[src/rtl/csa.sv]
// -----------------------------------------------------------------------------
// csa -- parameterised carry-select adder with registered copy of the result.
//
// Parameters
//   N    : operand width in bits (1..32)
//   BLK  : carry-select block width in bits (1..N); the top block is narrower
//          when N is not a multiple of BLK
//
// Ports (positional order is fixed)
//   a, b   : unsigned operands, N bits
//   ci     : carry in
//   sum    : combinational sum, bits N-1:0 of a+b+ci
//   co     : combinational carry out, bit N of a+b+ci
//   clk    : clock, rising edge
//   rst_n  : synchronous active-low reset (clears the registered outputs only)
//   sum_q  : sum registered on each rising clk edge
//   co_q   : co registered on each rising clk edge
//   ovf    : (CSA_OVF_EN only) signed two's-complement overflow of a+b+ci
//   ovf_q  : (CSA_OVF_EN only) registered ovf
//
// Optional feature: define the macro CSA_OVF_EN to add the ovf/ovf_q ports.
// Without it the port list ends at co_q.
// -----------------------------------------------------------------------------
module csa #(
  parameter int N   = 3,
  parameter int BLK = 2
) (
  input  logic [N-1:0] a,
  input  logic [N-1:0] b,
  input  logic         ci,
  output logic [N-1:0] sum,
  output logic         co,
  input  logic         clk,
  input  logic         rst_n,
  output logic [N-1:0] sum_q,
  output logic         co_q
`ifdef CSA_OVF_EN
  ,
  output logic         ovf,
  output logic         ovf_q
`endif
);

  // Number of carry-select blocks, rounding up so a partial top block exists.
  localparam int NB = (N + BLK - 1) / BLK;

  // Full-adder cell: returns {cout, s}. Plain logic operators, so X/Z on an
  // input propagates to the outputs instead of being masked.
  function automatic logic [1:0] fa(input logic x, input logic y, input logic c);
    fa = {(x & y) | (x & c) | (y & c), x ^ y ^ c};
  endfunction

  // Carry entering each block; blk_c_s[NB] is the adder's carry out.
  logic [NB:0] blk_c_s;

  assign blk_c_s[0] = ci;

  for (genvar k = 0; k < NB; k++) begin : g_blk
    localparam int LO = k * BLK;
    localparam int HI = ((LO + BLK) > N) ? (N - 1) : (LO + BLK - 1);
    localparam int W  = HI - LO + 1;

    if (k == 0) begin : g_first
      // Block 0 is a single ripple chain fed straight from ci.
      logic [W:0]   c_s;
      logic [W-1:0] s_s;

      assign c_s[0] = blk_c_s[0];
      for (genvar j = 0; j < W; j++) begin : g_bit
        assign {c_s[j+1], s_s[j]} = fa(a[LO+j], b[LO+j], c_s[j]);
      end
      assign sum[HI:LO]   = s_s;
      assign blk_c_s[k+1] = c_s[W];
    end else begin : g_sel
      // Higher blocks precompute both carry-in cases, then the previous
      // block's carry picks one; this keeps the long carry path to one mux
      // per block.
      logic [W:0]   c0_s;
      logic [W:0]   c1_s;
      logic [W-1:0] s0_s;
      logic [W-1:0] s1_s;

      assign c0_s[0] = 1'b0;
      assign c1_s[0] = 1'b1;
      for (genvar j = 0; j < W; j++) begin : g_bit
        assign {c0_s[j+1], s0_s[j]} = fa(a[LO+j], b[LO+j], c0_s[j]);
        assign {c1_s[j+1], s1_s[j]} = fa(a[LO+j], b[LO+j], c1_s[j]);
      end
      assign sum[HI:LO]   = blk_c_s[k] ? s1_s : s0_s;
      assign blk_c_s[k+1] = blk_c_s[k] ? c1_s[W] : c0_s[W];
    end
  end

  assign co = blk_c_s[NB];

`ifdef CSA_OVF_EN
  // The carry into the MSB is recovered as a^b^sum at that bit; signed
  // overflow is that carry disagreeing with the carry out.
  assign ovf = (a[N-1] ^ b[N-1] ^ sum[N-1]) ^ co;
`endif

  // Next-state values for the registered copies.
  logic [N-1:0] sum_d;
  logic         co_d;
`ifdef CSA_OVF_EN
  logic         ovf_d;
`endif

  // Register next-state: follow the combinational result.
  always_comb begin
    sum_d = sum;
    co_d  = co;
`ifdef CSA_OVF_EN
    ovf_d = ovf;
`endif
  end

  // Result registers with synchronous active-low clear.
  always_ff @(posedge clk) begin
    if (!rst_n) begin
      sum_q <= {N{1'b0}};
      co_q  <= 1'b0;
`ifdef CSA_OVF_EN
      ovf_q <= 1'b0;
`endif
    end else begin
      sum_q <= sum_d;
      co_q  <= co_d;
`ifdef CSA_OVF_EN
      ovf_q <= ovf_d;
`endif
    end
  end

endmodule

[config.mk]
export PLATFORM = sky130hd
export DESIGN_NAME = csa
export DESIGN_NICKNAME = d
export VERILOG_FILES = /design/src/rtl/csa.sv
export SDC_FILE = /design/constraint.sdc
export NUM_CORES = 1
export LEC_CHECK = 0
export CAP_MARGIN = 20
export CORE_AREA = 2 2 39 41
export DETAILED_ROUTE_END_ITERATION = 8
export DIE_AREA = 0 0 41 43
export DONT_BUFFER_PORTS = 1
export PLACE_DENSITY = 0.35
export SLEW_MARGIN = 20
export SYNTH_ARGS = -nofsm -noshare
export SYNTH_HDL_FRONTEND = slang
export SYNTH_SLANG_ARGS = --single-unit
[constraint.sdc]
create_clock -name clk -period 1.8 [get_ports clk]
set_input_delay 0.36 -clock clk [delete_from_list [all_inputs] [get_ports clk]]
set_output_delay 0.36 -clock clk [all_outputs]
set_load 0.02 [all_outputs]
# Word level (Yosys, flattened, before mapping)
# Index checks and enable logic that the tools add are counted.
dict set report classes {
  bitwise_logic 19
  muxes 2
}
# cell n
set op_table {}
lappend op_table {{$and 1x1->1} 7}
lappend op_table {{$or 1x1->1} 6}
lappend op_table {{$xor 1x1->1} 5}
lappend op_table {{$mux 1} 2}
lappend op_table {{$not 1->1} 1}
dict set report word_totals {
  reg_bits 4
  wordCells 23
  input_bits 9
}

# Depth between registers and ports, before layout
dict set report depth {
  depth_word 7
  depth_mapped 6
  ltp_nobuf 6
}

# Worst setup path after synthesis
# Ideal clock, no wire load.
dict set report synth_path {
  kind {input-to-output}
  startpoint {input a[0]}
  endpoint {output sum[2]}
  t_required_ns 1.440
  path_slack_ns -0.013
  cell_stages 5
  arrival_ns 1.453
  path_cell_list {inv_1 -> fa_1 -> inv_1 -> fa_1 -> xor2_1}
}
dict set report synth_between {
  elab_chain_len 7
  elab_cells_between_ends 9
  cone_classes {mux: 1; bitwise: 8}
}
# item line
set synth_lines {}
lappend synth_lines {{from (decl)} 28} ;# input logic [N-1:0] a,
lappend synth_lines {{$and 1x1->1} 50} ;# fa = {(x & y) | (x & c) | (y & c), x ^ y ^ c};
lappend synth_lines {{$or 1x1->1 * (2 in series)} 50}
lappend synth_lines {{$and 1x1->1} 50}
lappend synth_lines {{$or 1x1->1} 50}
lappend synth_lines {{$or 1x1->1 *} 50}
lappend synth_lines {{$mux 1 *} 89} ;# assign sum[HI:LO] = blk_c_s[k] ? s1_s : s0_s;
lappend synth_lines {{to (decl)} 31} ;# output logic [N-1:0] sum,
# Every way passes the cells marked *; elsewhere a longest branch is shown, timed or not.

# Worst setup path after layout
dict set report layout_path {
  startpoint {input a[0]}
  endpoint {output co}
}
dict set report layout_between {
  elab_chain_len 7
  elab_cells_between_ends 9
  cone_classes {mux: 1; bitwise: 8}
}
# item line
set layout_lines {}
lappend layout_lines {{$and 1x1->1} 50}
lappend layout_lines {{$or 1x1->1 * (2 in series)} 50}
lappend layout_lines {{$and 1x1->1} 50}
lappend layout_lines {{$or 1x1->1} 50}
lappend layout_lines {{$or 1x1->1 *} 50}
lappend layout_lines {{$mux 1 *} 90} ;# assign blk_c_s[k+1] = blk_c_s[k] ? c1_s[W] : c0_s[W];
lappend layout_lines {{to (decl)} 32} ;# output logic co,
# Marked as above.

==> results <==
layer usage:
metal	wire (um)	global-route usage	share of wire
met5	0	0	0
met4	0	0.06000	0
met3	56	0.005236	0.13
met2	254	0.06250	0.61
met1	106	0.05806	0.25
sequential cells by signal (all words and copies together), names as in the netlist:
name   cells
sum_q      3
co_q       1
Yosys cell counts:
cell / count
nand2_1: 1
nand2b_1: 2
dfxtp_1: 4
ha_1: 2
nor2b_1: 1
fa_1: 2
a21boi_1: 1
and2_1: 2
inv_1: 7
xor2_1: 1
how the worst max path moves through the flow:
stage	start	to	slack (ps)	cells after the start
final	a[0]	co	50	6
after global routing	a[0]	co	-2	6
after CTS	a[0]	sum[2]	-2	5
after detailed placement	a[0]	sum[2]	-2	5
after global placement	a[0]	co	8	6
after floorplan	a[0]	co	60	6
kinds of logic after synthesis:
| family | synth area share |
|---|---|
| buffers and inverters | 0.1180 |
| and+or+nand+nor | 0.1573 |
| adders and majority gates | 0.2921 |
| AOI/OAI and AO/OA | 0.03372 |
| DFF | 0.3596 |
| xor gates and xnor gates | 0.03933 |
cells in the final DEF, fill, tap and decap left out:
| master | n |
|---|---|
| and2_1 | 2 |
| buf_4 | 1 |
| nor2b_1 | 1 |
| inv_2 | 1 |
| nand2b_4 | 2 |
| fa_2 | 2 |
| ha_1 | 2 |
| clkbuf_4 | 3 |
| a21boi_1 | 1 |
| dfxtp_1 | 4 |
| inv_1 | 6 |
| xor2_4 | 1 |
| nand2_4 | 1 |
worst max-delay path: cells and delay by family:
kind	cells	cell delay (ps)
simple gates	2	250
buf+inv	2	100
fa+ha+maj	2	670
cell type report:
type / count / area (um^2)
fillers: 165 / 1065
multi-input cells: 12 / 162.7
flip-flops and latches: 4 / 80.08
inverters: 7 / 26.28
clock buffers: 3 / 22.52
well taps: 16 / 20.02
repair buffers: 1 / 7.507
report_power, final:
| part | switching, uW | leakage (uW) | internal (uW) |
|---|---|---|---|
| logic | 46.4 | 0.000106 | 32.3 |
| clock network | 32.7 | 0.0000138 | 74.3 |
| registers | 15.3 | 0.0000333 | 99.2 |
| total | 94.4 | 0.000154 | 206 |
through the flow:
step                total power (uW)  hold WS [ps]  setup WS (ps)    util  TNS, ps
floorplan                      168.8         481.7          61.53       -        0
global route                   316.5         257.6         -1.674  0.2306   -1.674
global placement               176.0         491.7          8.327  0.1808        0
finish                         300.2         258.0          52.50  0.2306        0
detailed placement             177.2         493.9         -1.829  0.1808   -1.829
CTS                            290.4         249.4         -2.159  0.1989   -2.159
timing repair:
item	4_1_cts	5_1_grt
pin swaps	0	2
resized for setup	1	7
buffers inserted	0	1
setup endpoints to repair	2	2
hold buffers	0	0
cloned	0	0
==> flow_summary.yaml <==
outcome:
  status: "complete, no violations"
place:
  placed_cells_incl_taps: 39
  placed_cell_area_um2: 250.2
  io_buffers: 0
  hpwl_um: 347
  place.gp.congestion: 0.5439
worst_setup_path:
  slowest_delay_ps: 370
  cp_slowest_cell: "fa_2"
  crit_arrival_ps: 1390
  worstPathRequired_ps: 1440
  cp_max_fo: 3
  path_common_cell: "fa_2"
  path_cells: "inv_1 -> fa_2 -> inv_2 -> fa_2 -> nand2b_4 -> nand2_4"
  crit_path_end_kind: "primary output"
  startpoint_type: "primary input"
  critPathKind: "primary input to primary output"
pwr:
  powerDensity_nw_per_um2: 941.0
  leakagePower_uw: 0.0001536
  vdd_drop_max_v: 0.0001289
floorplan:
  die-area_um2: 1763
  core_um2: 1384
  fp-row-count: 14
  initial_core_util: 0.1609
  io-pin-count: 17
  die_y_um: 43
  die_w_um: 41
worst_hold_path:
  holdPathStages: 1
  min_from: "rst_n"
  hold_path_end: "sum_q[1]"
  min_path_type: "primary input to flop"
route:
  wire_per_inst_um: 9.698
  vias: 148
  drt-initial-drc-count: 0
  dr.pass1.iters: 1
  ant_nets: 0
  drc: 0
  wl_um: 417
  vias_per_cell: 3.442
sta:
  period_share: 0.9708
  fmax_mhz: 572.2
  timing_hold_violations_final: 0
  post-route-min-period_ps: 1747
  worstMarginPinSlew_ps: 215.1
  setup_viol: 0
  worst_slew_margin_rel: 0.8564
  slew_viol_final: 0
logic_synthesis:
  synth_nets: 36
  ys_types: 10
  yosysWarningCount: 0
  synth.area.top_cells: "dfxtp_1 (36%), fa_1 (18%), inv_1 (12%), ha_1 (11%), and2_1 (5.6%)"
  yosysTopAreaCell: "dfxtp_1"
  syn_avg_cell_area_um2: 9.683
  synth_top_cell_area_share: 0.3596
  synth_cells: 23
  ys_ff_latch: 4
  syn_area_um2: 222.7
  yosysSeqAreaShare: 0.3596
cells_and_area:
  diodes: 0
  fin_area_um2: 319.1
  area_delta_synth_final_pct: 43.26
  final_nets: 42
  finalNonFillerCells: 43
  drive_gt1_frac: 0.4074
grt:
  grt_use_total: 0.04824
  grt_max_degree: 5
  antenna_found_initial: 0
  grt_pass1_vias: 141
  grt_pass1_wl_um: 552
  globalRoute.totalOverflow: 0
cts:
  cts_tree: "yes"
  clockBufferDepth: 2
  h-tree-depth: 1
  cts_buffers: 3
  cts_root_buf: "clkbuf_4"
  path_clk_slew_ps: 40
  cts.sinks: 4
run:
  drv_cap: 0
Note: power is estimated with default switching activity, not from simulation.
==> patch (same flow settings) <==
Set the parameter `BLK` to 1 (it was 2).
--- a/src/rtl/csa.sv
+++ b/src/rtl/csa.sv
@@ -25,3 +25,3 @@
   parameter int N   = 3,
-  parameter int BLK = 2
+  parameter int BLK = 1
 ) (
Function: kept (Yosys induction, for registers that start in step).
==> patch against the original RTL <==
Maximum frequency decreased by 1.9%. Sequential cell count unchanged. Non-clock buffer count increased by 2. Largest power group unchanged. Synthesized area increased by 30%. Setup slack got worse by 0.033 ns. Routed wire length increased by 15%. Total power increased by 6.0%. First-iteration DRC count increased by 3. Cell area increased by 22%.
==> patch: results (changes against the original RTL) <==
## Placed design
* post-detailed-placement cell area: 358 um^2, +43%
* dpl ws: 0.00479 ns, +0.00662 ns
* final HPWL from detailed placement: 435 um, +25%
* Port-buffer cells: 0, unchanged
* routability congestion estimate: 0.702, +29%

## Cells and area
* share of cells above drive strength 1: 0.324, -0.0831
* Total Nets Final: 53, +26%
* number of fill cells in the layout: 152, -7.9%

## STA
* final setup margin: 0.0191 ns, -0.0334 ns
* Worst-Margin Slew: 0.267 ns, +0.0517 ns

## Power and ir drop
* P_seq: 115 uW
* leakage power: 0.000192 uW, +25%
* maximum ir drop on the vdd rail: 0.182 mV, +41%
* share of power burned in combinational logic: 0.303, +0.041
* fraction of power spent switching nets: 0.316, +0.00127

## Global routing
* number of global-route vias before repair: 211, +50%
* GRT Util Overall: 0.0732, +0.0250
* global-route wire length before repair: 821 um, +49%
* largest net degree at the start of global routing: 7, +2

## Route
* wire per inst: 9.08 um, -6.4%
* vias after detailed routing: 186, +26%
* Pre-antenna DRT Iters: 2, +1
* DRC violation total after the first TritonRoute iteration: 3, +3

## Setup path
* arrival time of data at the critical path endpoint: 1.42 ns, +0.03 ns

## Yosys
* number of distinct library cells after synthesis: 13, +3
* sequential cell area fraction in the yosys report: 0.277, -0.0825
* commonest cells in the netlist: sky130_fd_sc_hd__inv_1 (10), sky130_fd_sc_hd__dfxtp_1 (4), sky130_fd_sc_hd__ha_1 (4)
* ranking of synthesized cells by area: sky130_fd_sc_hd__dfxtp_1 (28%), sky130_fd_sc_hd__ha_1 (17%), sky130_fd_sc_hd__inv_1 (13%), sky130_fd_sc_hd__mux2i_1 (10%), sky130_fd_sc_hd__fa_1 (6.9%)
* Mapped Nets: 46, +28%

## Status
* run status: complete, no violations

==> patch: worst max-delay path by stage <==
stage	startpoint	endpoint	cells after the start
final	b[0]	co	4
after global routing	b[0]	co	4
after CTS	b[0]	co	4
after detailed placement	b[0]	co	4
after global placement	ci	co	4
after floorplan	ci	co	4
==> patch: stage by stage <==
stage | total power (uW) | hold WS [ns] | std cells
6_report | 318 | 0.259 | 53
5_1_grt | 341 | 0.255 | 53
4_1_cts | 327 | 0.245 | 53
3_5_place_dp | 213 | 0.490 | 50
3_3_place_gp | 213 | 0.498 | 50
2_1_floorplan | 198 | 0.482 | 32
==> patch: routing by layer <==
layer	routed length [um]	vias to the layer above	GRT usage
li1	-	102	-
met1	163	77	0.0673
met2	289	7	0.122
met3	27	0	0.00524
met4	0	0	0.0800
met5	0	-	0
==> patch: cell families after synthesis <==
group                    after synthesis  synth area share
adder cells (fa/ha/maj)                5             0.242
multiplexers                           4             0.152
flip-flops                             4             0.277
XOR/XNOR                               2            0.0606
AND/OR/NAND/NOR                        6             0.113
buffers and inverters                 11             0.156
==> patch: critical path, cell delays in order <==
cell	delay [ns]
sky130_fd_sc_hd__inv_8	0.01
sky130_fd_sc_hd__fa_2	0.41
sky130_fd_sc_hd__mux2i_4	0.28
sky130_fd_sc_hd__mux2i_4	0.35
==> patch: cell type report <==
type	count	area [um^2]	area share
multi-input combinational	17	195	0.503
timing repair buffer	3	22.5	0.0581
tap	16	20.0	0.0516
inverter	10	47.5	0.123
clock buffer	3	22.5	0.0581
sequential	4	80.1	0.206
==> patch: timing repair <==
item                                    in CTS  in global routing
endpoints found under the setup margin       0                  1
setup buffers                                0                  0
resized for setup                            0                  4
